--- src/rtl/timer_pkg.sv ---
// timer_pkg: shared types and defaults for the timer controller.
//   timer_state_e       - FSM state encoding (IDLE=0, RUN=1, PAUSED=2, DONE=3)
//   TIMER_WIDTH_DEFAULT - default counter/limit width
package timer_pkg;
  typedef enum logic [1:0] {
    IDLE   = 2'd0,
    RUN    = 2'd1,
    PAUSED = 2'd2,
    DONE   = 2'd3
  } timer_state_e;

  localparam int TIMER_WIDTH_DEFAULT = 3;
endpackage

--- src/rtl/timer_ctrl_if.sv ---
// timer_ctrl_if: control/status bundle between a timer user and timer_ctrl.
//   master: drives start/stop/pause/limit/periodic, observes status
//   slave : the timer side; observes controls, drives count/busy/done/wrap/state
interface timer_ctrl_if #(
  parameter int WIDTH = timer_pkg::TIMER_WIDTH_DEFAULT
);
  logic             start;
  logic             stop;
  logic             pause;
  logic [WIDTH-1:0] limit;
  logic             periodic;
  logic [WIDTH-1:0] count;
  logic             busy;
  logic             done;
  logic             wrap;
  logic [1:0]       state;

  modport master (output start, stop, pause, limit, periodic,
                  input  count, busy, done, wrap, state);
  modport slave  (input  start, stop, pause, limit, periodic,
                  output count, busy, done, wrap, state);
endinterface

--- src/rtl/timer_count_core.sv ---
// timer_count_core: WIDTH-bit up-counter with synchronous clear and enable.
//   clk, rst_n : clock, async active-low reset
//   i_clr      : load zero on the next edge (wins over i_en)
//   i_en       : increment on the next edge
//   o_count    : registered count
module timer_count_core #(
  parameter int WIDTH = 3
) (
  input  logic             clk,
  input  logic             rst_n,
  input  logic             i_clr,
  input  logic             i_en,
  output logic [WIDTH-1:0] o_count
);
  logic [WIDTH-1:0] r_count;

  always_ff @(posedge clk or negedge rst_n) begin
    if (!rst_n)     r_count <= '0;
    else if (i_clr) r_count <= '0;
    else if (i_en)  r_count <= r_count + WIDTH'(1);
  end

  assign o_count = r_count;
endmodule

--- src/rtl/timer_ctrl.sv ---
// timer_ctrl: start/stop/pause sequencer around timer_count_core, with a
// terminal limit and one-shot or periodic mode.
//   clk, rst_n : clock, async active-low reset
//   bus        : timer_ctrl_if slave; start/stop/pause/limit/periodic in,
//                count/busy/done/wrap/state out (all registered or decoded
//                from registered state)
module timer_ctrl
  import timer_pkg::*;
#(
  parameter int WIDTH = TIMER_WIDTH_DEFAULT
) (
  input  logic         clk,
  input  logic         rst_n,
  timer_ctrl_if.slave  bus
);
  timer_state_e     r_state;
  logic [WIDTH-1:0] r_limit_q;
  logic             r_periodic_q;
  logic             r_done;
  logic             r_wrap;

  logic [WIDTH-1:0] w_count;
  logic             w_clr;
  logic             w_en;
  logic             w_term;

  // Counting stops at limit_q, so the counter never has to overflow.
  assign w_term = (w_count == r_limit_q);

  // Counter controls, following the same priority as the FSM:
  // stop > start > pause > terminal-count.
  always_comb begin
    w_clr = 1'b0;
    w_en  = 1'b0;
    case (r_state)
      IDLE:    w_clr = bus.start & ~bus.stop;
      RUN: begin
        if (bus.stop)       w_clr = 1'b1;
        else if (bus.pause) w_en  = 1'b0;
        else if (w_term)    w_clr = r_periodic_q;  // one-shot holds at limit
        else                w_en  = 1'b1;
      end
      PAUSED:  w_clr = bus.stop;
      DONE:    w_clr = bus.stop | bus.start;
      default: w_clr = 1'b0;
    endcase
  end

  always_ff @(posedge clk or negedge rst_n) begin
    if (!rst_n) begin
      r_state      <= IDLE;
      r_limit_q    <= '0;
      r_periodic_q <= 1'b0;
      r_done       <= 1'b0;
      r_wrap       <= 1'b0;
    end else begin
      r_done <= 1'b0;
      r_wrap <= 1'b0;
      case (r_state)
        IDLE: begin
          if (!bus.stop && bus.start) begin
            r_state      <= RUN;
            r_limit_q    <= bus.limit;
            r_periodic_q <= bus.periodic;
          end
        end
        RUN: begin
          if (bus.stop)       r_state <= IDLE;
          else if (bus.pause) r_state <= PAUSED;  // terminal check deferred
          else if (w_term) begin
            if (r_periodic_q) r_wrap <= 1'b1;
            else begin
              r_state <= DONE;
              r_done  <= 1'b1;
            end
          end
        end
        PAUSED: begin
          if (bus.stop)        r_state <= IDLE;
          else if (!bus.pause) r_state <= RUN;
        end
        DONE: begin
          if (!bus.stop && bus.start) begin
            r_state      <= RUN;
            r_limit_q    <= bus.limit;
            r_periodic_q <= bus.periodic;
          end else begin
            r_state <= IDLE;
          end
        end
        default: r_state <= IDLE;
      endcase
    end
  end

  timer_count_core #(.WIDTH(WIDTH)) u_core (
    .clk     (clk),
    .rst_n   (rst_n),
    .i_clr   (w_clr),
    .i_en    (w_en),
    .o_count (w_count)
  );

  assign bus.count = w_count;
  assign bus.state = r_state;
  assign bus.busy  = (r_state == RUN) || (r_state == PAUSED);
  assign bus.done  = r_done;
  assign bus.wrap  = r_wrap;
endmodule

--- src/flat_wrapper.sv ---
// flat-port wrapper written by rule: the top's interface ports become plain ports
module timer_ctrl_flat import timer_pkg::*;
#(
  parameter int WIDTH = TIMER_WIDTH_DEFAULT
)
  (clk, rst_n, bus_start, bus_stop, bus_pause, bus_limit, bus_periodic, bus_count, bus_busy, bus_done, bus_wrap, bus_state);
  timer_ctrl_if #(.WIDTH(WIDTH)) bus_i ();
  input  logic clk;
  input  logic rst_n;
  input wire logic [$bits(bus_i.start)-1:0] bus_start;
  input wire logic [$bits(bus_i.stop)-1:0] bus_stop;
  input wire logic [$bits(bus_i.pause)-1:0] bus_pause;
  input wire logic [$bits(bus_i.limit)-1:0] bus_limit;
  input wire logic [$bits(bus_i.periodic)-1:0] bus_periodic;
  output wire logic [$bits(bus_i.count)-1:0] bus_count;
  output wire logic [$bits(bus_i.busy)-1:0] bus_busy;
  output wire logic [$bits(bus_i.done)-1:0] bus_done;
  output wire logic [$bits(bus_i.wrap)-1:0] bus_wrap;
  output wire logic [$bits(bus_i.state)-1:0] bus_state;
  assign bus_i.start = bus_start;
  assign bus_i.stop = bus_stop;
  assign bus_i.pause = bus_pause;
  assign bus_i.limit = bus_limit;
  assign bus_i.periodic = bus_periodic;
  assign bus_count = bus_i.count;
  assign bus_busy = bus_i.busy;
  assign bus_done = bus_i.done;
  assign bus_wrap = bus_i.wrap;
  assign bus_state = bus_i.state;
  timer_ctrl #(.WIDTH(WIDTH)) u_core (.clk(clk), .rst_n(rst_n), .bus(bus_i));
endmodule
--- config.mk ---
export PLATFORM = sky130hd
export DESIGN_NAME = timer_ctrl_flat
export DESIGN_NICKNAME = d
export VERILOG_FILES = /design/src/rtl/timer_pkg.sv /design/src/rtl/timer_ctrl_if.sv /design/src/rtl/timer_count_core.sv /design/src/rtl/timer_ctrl.sv /design/src/flat_wrapper.sv
export SDC_FILE = /design/constraint.sdc
export NUM_CORES = 1
export LEC_CHECK = 0
export CORE_AREA = 2 2 42 44
export DETAILED_ROUTE_END_ITERATION = 8
export DIE_AREA = 0 0 44 46
export PLACE_DENSITY = 0.82
export SKIP_LAST_GASP = 1
export SLEW_MARGIN = 20
export SYNTH_ARGS = -nofsm -noshare
export SYNTH_HDL_FRONTEND = slang
export SYNTH_HIERARCHICAL = 1
export SYNTH_SLANG_ARGS = --single-unit
--- constraint.sdc ---
create_clock -name clk -period 2 [get_ports clk]
set_input_delay 0.4 -clock clk [delete_from_list [all_inputs] [get_ports clk]]
set_output_delay 0.4 -clock clk [all_outputs]
set_load 0.005 [all_outputs]
Yosys cells after proc, flatten, opt, wreduce, memory -nomap -nowiden:

Cells that the tools add are included.

* $add $sub $neg: 1
* equal/unequal tests: 8
* mux-type cells: 29
* bitwise gates (word level): 3
* reductions and logical operators: 8

Operators by type and width (number)
* $mux W1: 18
* $mux W2: 7
* $pmux W2 S4: 1
* $mux W3: 2
* $eq A2 B2 Y1 const B: 2
* $ne A4 B3 Y1 const B: 1
* $ne A4 B4 Y1 const B: 1
* $pmux W1 S4: 1
* $reduce_and A4 Y1: 1
* $add A3 B1 Y3 const B: 1
* $eq A3 B3 Y1: 1
* $ne A3 B3 Y1 const B: 1
* $eq A2 B1 Y1 const B: 1
* $logic_not A2 Y1: 1
* $ne A2 B1 Y1 const B: 1
* $reduce_and A2 Y1: 1
* $reduce_bool A2 Y1: 1
* $reduce_or A2 Y1: 1
* $and A1 B1 Y1: 1
* $logic_and A1 B1 Y1: 1
* $logic_not A1 Y1: 1
* $logic_or A1 B1 Y1: 1
* $not A1 Y1: 1
* $or A1 B1 Y1: 1

* register bits after elaboration: 11
* input port bits: 9
* output and inout port bits: 8
* logic and storage cells: 55

Longest topological paths before layout:

* word-level depth: 7
* gate-level depth with buffers: 6
* gate-level depth less buffers: 6

Cells and area by module:

The synthesis kept the hierarchy.

By module, submodules not included
* timer_ctrl: instances 1, cells an instance 47, area each 533.0 µm², seq. area each 200.2 µm²
* timer_count_core: instances 1, cells an instance 11, area each 136.4 µm², seq. area each 75.1 µm²

Worst setup path before layout:

OpenSTA, ideal clock, no wires.

* kind: register -> register
* from: reg u_core.r_state[1] (netlist: u_core/bus.state[1])
* to: reg u_core.u_core.r_count[1] (netlist: u_core/u_core/o_count[1])
* library setup time: 0.119 ns
* arrival time: 1.568 ns
* required time: 1.881 ns
* slack: 0.313 ns
* stages on the path, launching flop included: 7
* buffers on the path: 0
* period minus slack after synthesis: 1.687 ns
* cells stage by stage: dfrtp_1 inv_1 ha_1 or3b_4 a31oi_4 mux2i_1 nor2_1

* cells in the longest elaborated chain, start to end: 3
* elaborated cells between the ends (all ways): 8
* those cells by class: 3 x eq/ne; 3 x mux; 2 x reduce/logical

Ends and longest elaborated chain
* start: declaration: line timer_ctrl.sv:16 `timer_state_e r_state;`
* start signal: assignment: line timer_ctrl.sv:51 `r_state <= IDLE;`
* start signal: assignment: line timer_ctrl.sv:62 `r_state <= RUN;`
* start signal: assignment: line timer_ctrl.sv:68 `if (bus.stop) r_state <= IDLE;`
* $eq A2 B1 Y1: line timer_ctrl.sv:35 `case (r_state)`
* $mux W1: line timer_ctrl.sv:35
* net u_core.w_en: line timer_ctrl.sv:24 `logic w_en;`
* $reduce_bool A2 Y1 (no line)
* end signal: assignment: line timer_count_core.sv:20 `else if (i_en) r_count <= r_count + WIDTH'(1);`
* end: declaration: line timer_count_core.sv:15 `logic [WIDTH-1:0] r_count;`

The timed path passes the listed nets, and every way through them passes these cells.
A chain may end at the register's enable or synchronous reset.

Worst setup path after layout:

* from: reg u_core.r_state[1] (netlist: u_core/bus.state[1])
* to: out bus_busy

* cells in the longest elaborated chain, start to end: 2
* elaborated cells between the ends (all ways): 3
* those cells by class: 2 x eq/ne; 1 x reduce/logical

Ends and longest elaborated chain
* $eq A2 B1 Y1 / $eq A2 B2 Y1 (equally long branches): line timer_ctrl.sv:106 `assign bus.busy = (r_state == RUN) || (r_state == PAUSED);`
* $logic_or A1 B1 Y1 (*): line timer_ctrl.sv:106
* end: declaration: line flat_wrapper.sv:16 `output wire logic [$bits(bus_i.busy)-1:0] bus_busy;`

Mark *: on every way between the ends. The rest lies on a longest branch, timed or not.

==> metrics.txt <==
status=completed; endpoints failing setup=0; fin cells=a little under 100; mapped cell area=around 670 µm²; sequential share of the synthesized area=41.12%; fillers=between 100 and 150; global-route wire length before repair=2.014 mm; Starting Density=41.47%; Die Area=2024 µm²; Layout Skew=0.001969 ns; CP required=1.60 ns; top post-synthesis cells by area=dfrtp_1, ha_1, mux2_2, xnor2_1, a31oi_4; ANT nets after route=0; top cell type by total area after synthesis=dfrtp_1; syn nets=73; # placed instances=92; Post-synth EDFFs=0; residual DRC count=0; top-count cell post-synth=dfrtp_1; clock transition at the registers of the reported paths=about 0.07 ns; Main synth FF type=dfrtp_1; headroom to the max-slew limit=67.66%; worst vdd rail ir drop=approximately 0.00074 V; Finished Cell Area=between 800 and 900 µm²; largest net degree at the start of global routing=12; setup TNS=0 ns; num rows=15; R2R Path Start=u_core/bus.state[1]; Slew Limit Fails=0; CTS buffer count=3; Worst-Margin Slew=slightly below 0.5 ns; ys async rst share=between 90% and 100%; CP Launch Point=u_core/bus.state[1]; post-synth top area share=~40%; fin crit share=a little over nine tenths; First-pass DRT Iterations=4; drt initial violations=4; Core Area=around 1600 µm²; Die X=about 44 µm; Hold WC Path Type=in -> async; Synth Warn #=6; routability congestion estimate=approximately 0.79; Die Ht=between 40 and 50 µm; Worst Path Max Fanout=4; vias in the first global route=around 520; CP startpoint kind=flop; unrepaired setup endpoints after global routing=no; number of buffers inserted by hold repair at cts=0; detailed placement HPWL=approximately 940 µm; Storage cell area=about 280 µm²; Post-synth top cells=dfrtp_1, ha_1, mux2_2, nor2_1, xnor2_1; final hold violation count=0; f_max=roughly 0.52 GHz; multi-input logic area=between 300 and 400 µm²; minimum clock period=roughly 1.9 ns; initial antenna violation count=0; max_cap viols=0; share of cells above drive strength 1=between 20 and 25%; input/output buffers=16; critical path capture point type=output port; final hold slack=about 0.46 ns; P per Cell Area=1262 nW/µm²; vias per inst=around 5.2; nets@finish=slightly below 100; drt wl/cell=~12 µm; Post-DP Area=roughly 850 µm²; Longest Clk Path Bufs=2; area grow syn2layout=34.02%; syn avg cell area=roughly 12 µm²; crit path DAT=1.52 ns; CTS tree=built; WL final=between 1 and 1.5 mm; FF+latch count, synth=11; GRT Residual Overflow=0; Clock Sink Count=11; clk_lat worst skew=around 0.27 ns; Cell variety after synth=28; GRT Total Usage=~14%; diodes inserted=0; Leak=roughly 0.39 nW; Gate Count Post-Synth=58; Top Ports=17; via count=511; kind of critical path=reg -> out; Root Driver=clkbuf_4; H-Tree Level Count=1
## worst max-delay path, stage by stage, from the launching register on
cell	delay (ns)
dfrtp_1	0.39
inv_2	0.06
ha_1	0.29
clkdlybuf4s50_1	0.50
## report_power, final
part           switching [W]  internal, W
Sequential         0.0000617     0.000299
Clock              0.0000759    0.0000740
Combinational       0.000274     0.000348
## cell families (layout without fill, tap and decap cells)
kind of cell / after synthesis / in the layout / synth area share [%]
xor gates and xnor gates: 4 / 4 / 5.233
adders and majority gates: 6 / 6 / 11.21
muxes: 5 / 5 / 8.224
DFF: 11 / 11 / 41.12
buffers and inverters: 4 / 27 / 3.364
and+or+nand+nor: 16 / 16 / 15.14
AOI/OAI and AO/OA: 12 / 12 / 15.70
## per-stage QoR
step,power (W),worst slack [ns],util [%]
after floorplan,0.0007554,0.3134,-
after global routing,0.001228,0.01978,55.58
after detailed placement,0.0009605,-0.0003113,52.95
final,0.001132,0.08354,55.58
after global placement,0.0009481,0.05116,52.95
after CTS,0.001132,0.01029,55.12
## what timing repair did
item                                    CTS  global route
pin swaps                                 0             0
gates resized for setup                   0             1
setup buffers                             1             1
hold endpoints to repair                  0             0
endpoints found under the setup margin    1             1
## cells in the final DEF, fill, tap and decap left out, types with 2 or more instances in the layout
| master | count |
|---|---|
| a21oi_1 | 2 |
| buf_4 | 4 |
| clkbuf_4 | 3 |
| clkdlybuf4s50_1 | 16 |
| dfrtp_1 | 11 |
| ha_1 | 6 |
| inv_1 | 2 |
| mux2_2 | 4 |
| nand2b_1 | 2 |
| nor2_1 | 4 |
| nor3_1 | 2 |
| o21ai_0 | 2 |
| xnor2_1 | 4 |
## path summary, 6_finish.rpt
path,to,slack (ns),cells past startpoint
max in group asynchronous,u_core/bus.state[0],1.22,1
max,bus_busy,0.08,3
min reg2reg,u_core/bus.done,0.51,1
max reg2reg,u_core/u_core/o_count[1],0.23,6
min in group clk,u_core/bus.done,0.51,1
min,u_core/r_limit_q[2],0.46,1
## sequential cells by signal, summed over array words and instances (netlist names)
signal,cells
u_core/bus.done,1
u_core/r_limit_q,3
u_core/bus.state,2
u_core/u_core/o_count,3
u_core/r_periodic_q,1
u_core/bus.wrap,1
## layer usage
metal	GRT usage [%]	vias up	part of all wire [%]
li1	-	255	-
met1	16.09	238	47
met2	24.41	16	46
met3	3.571	2	5.8
met4	5.455	0	1.1
met5	0	-	0
## area by class of cell
class,instances,area share (%)
clock buffer,3,2.510
clock inverter,1,0.5579
inverter,3,1.255
multi-input combinational,43,41.42
sequential,11,30.68
tap,17,2.371
timing repair buffer,20,21.20
Note: power is estimated with default switching activity, not from simulation.
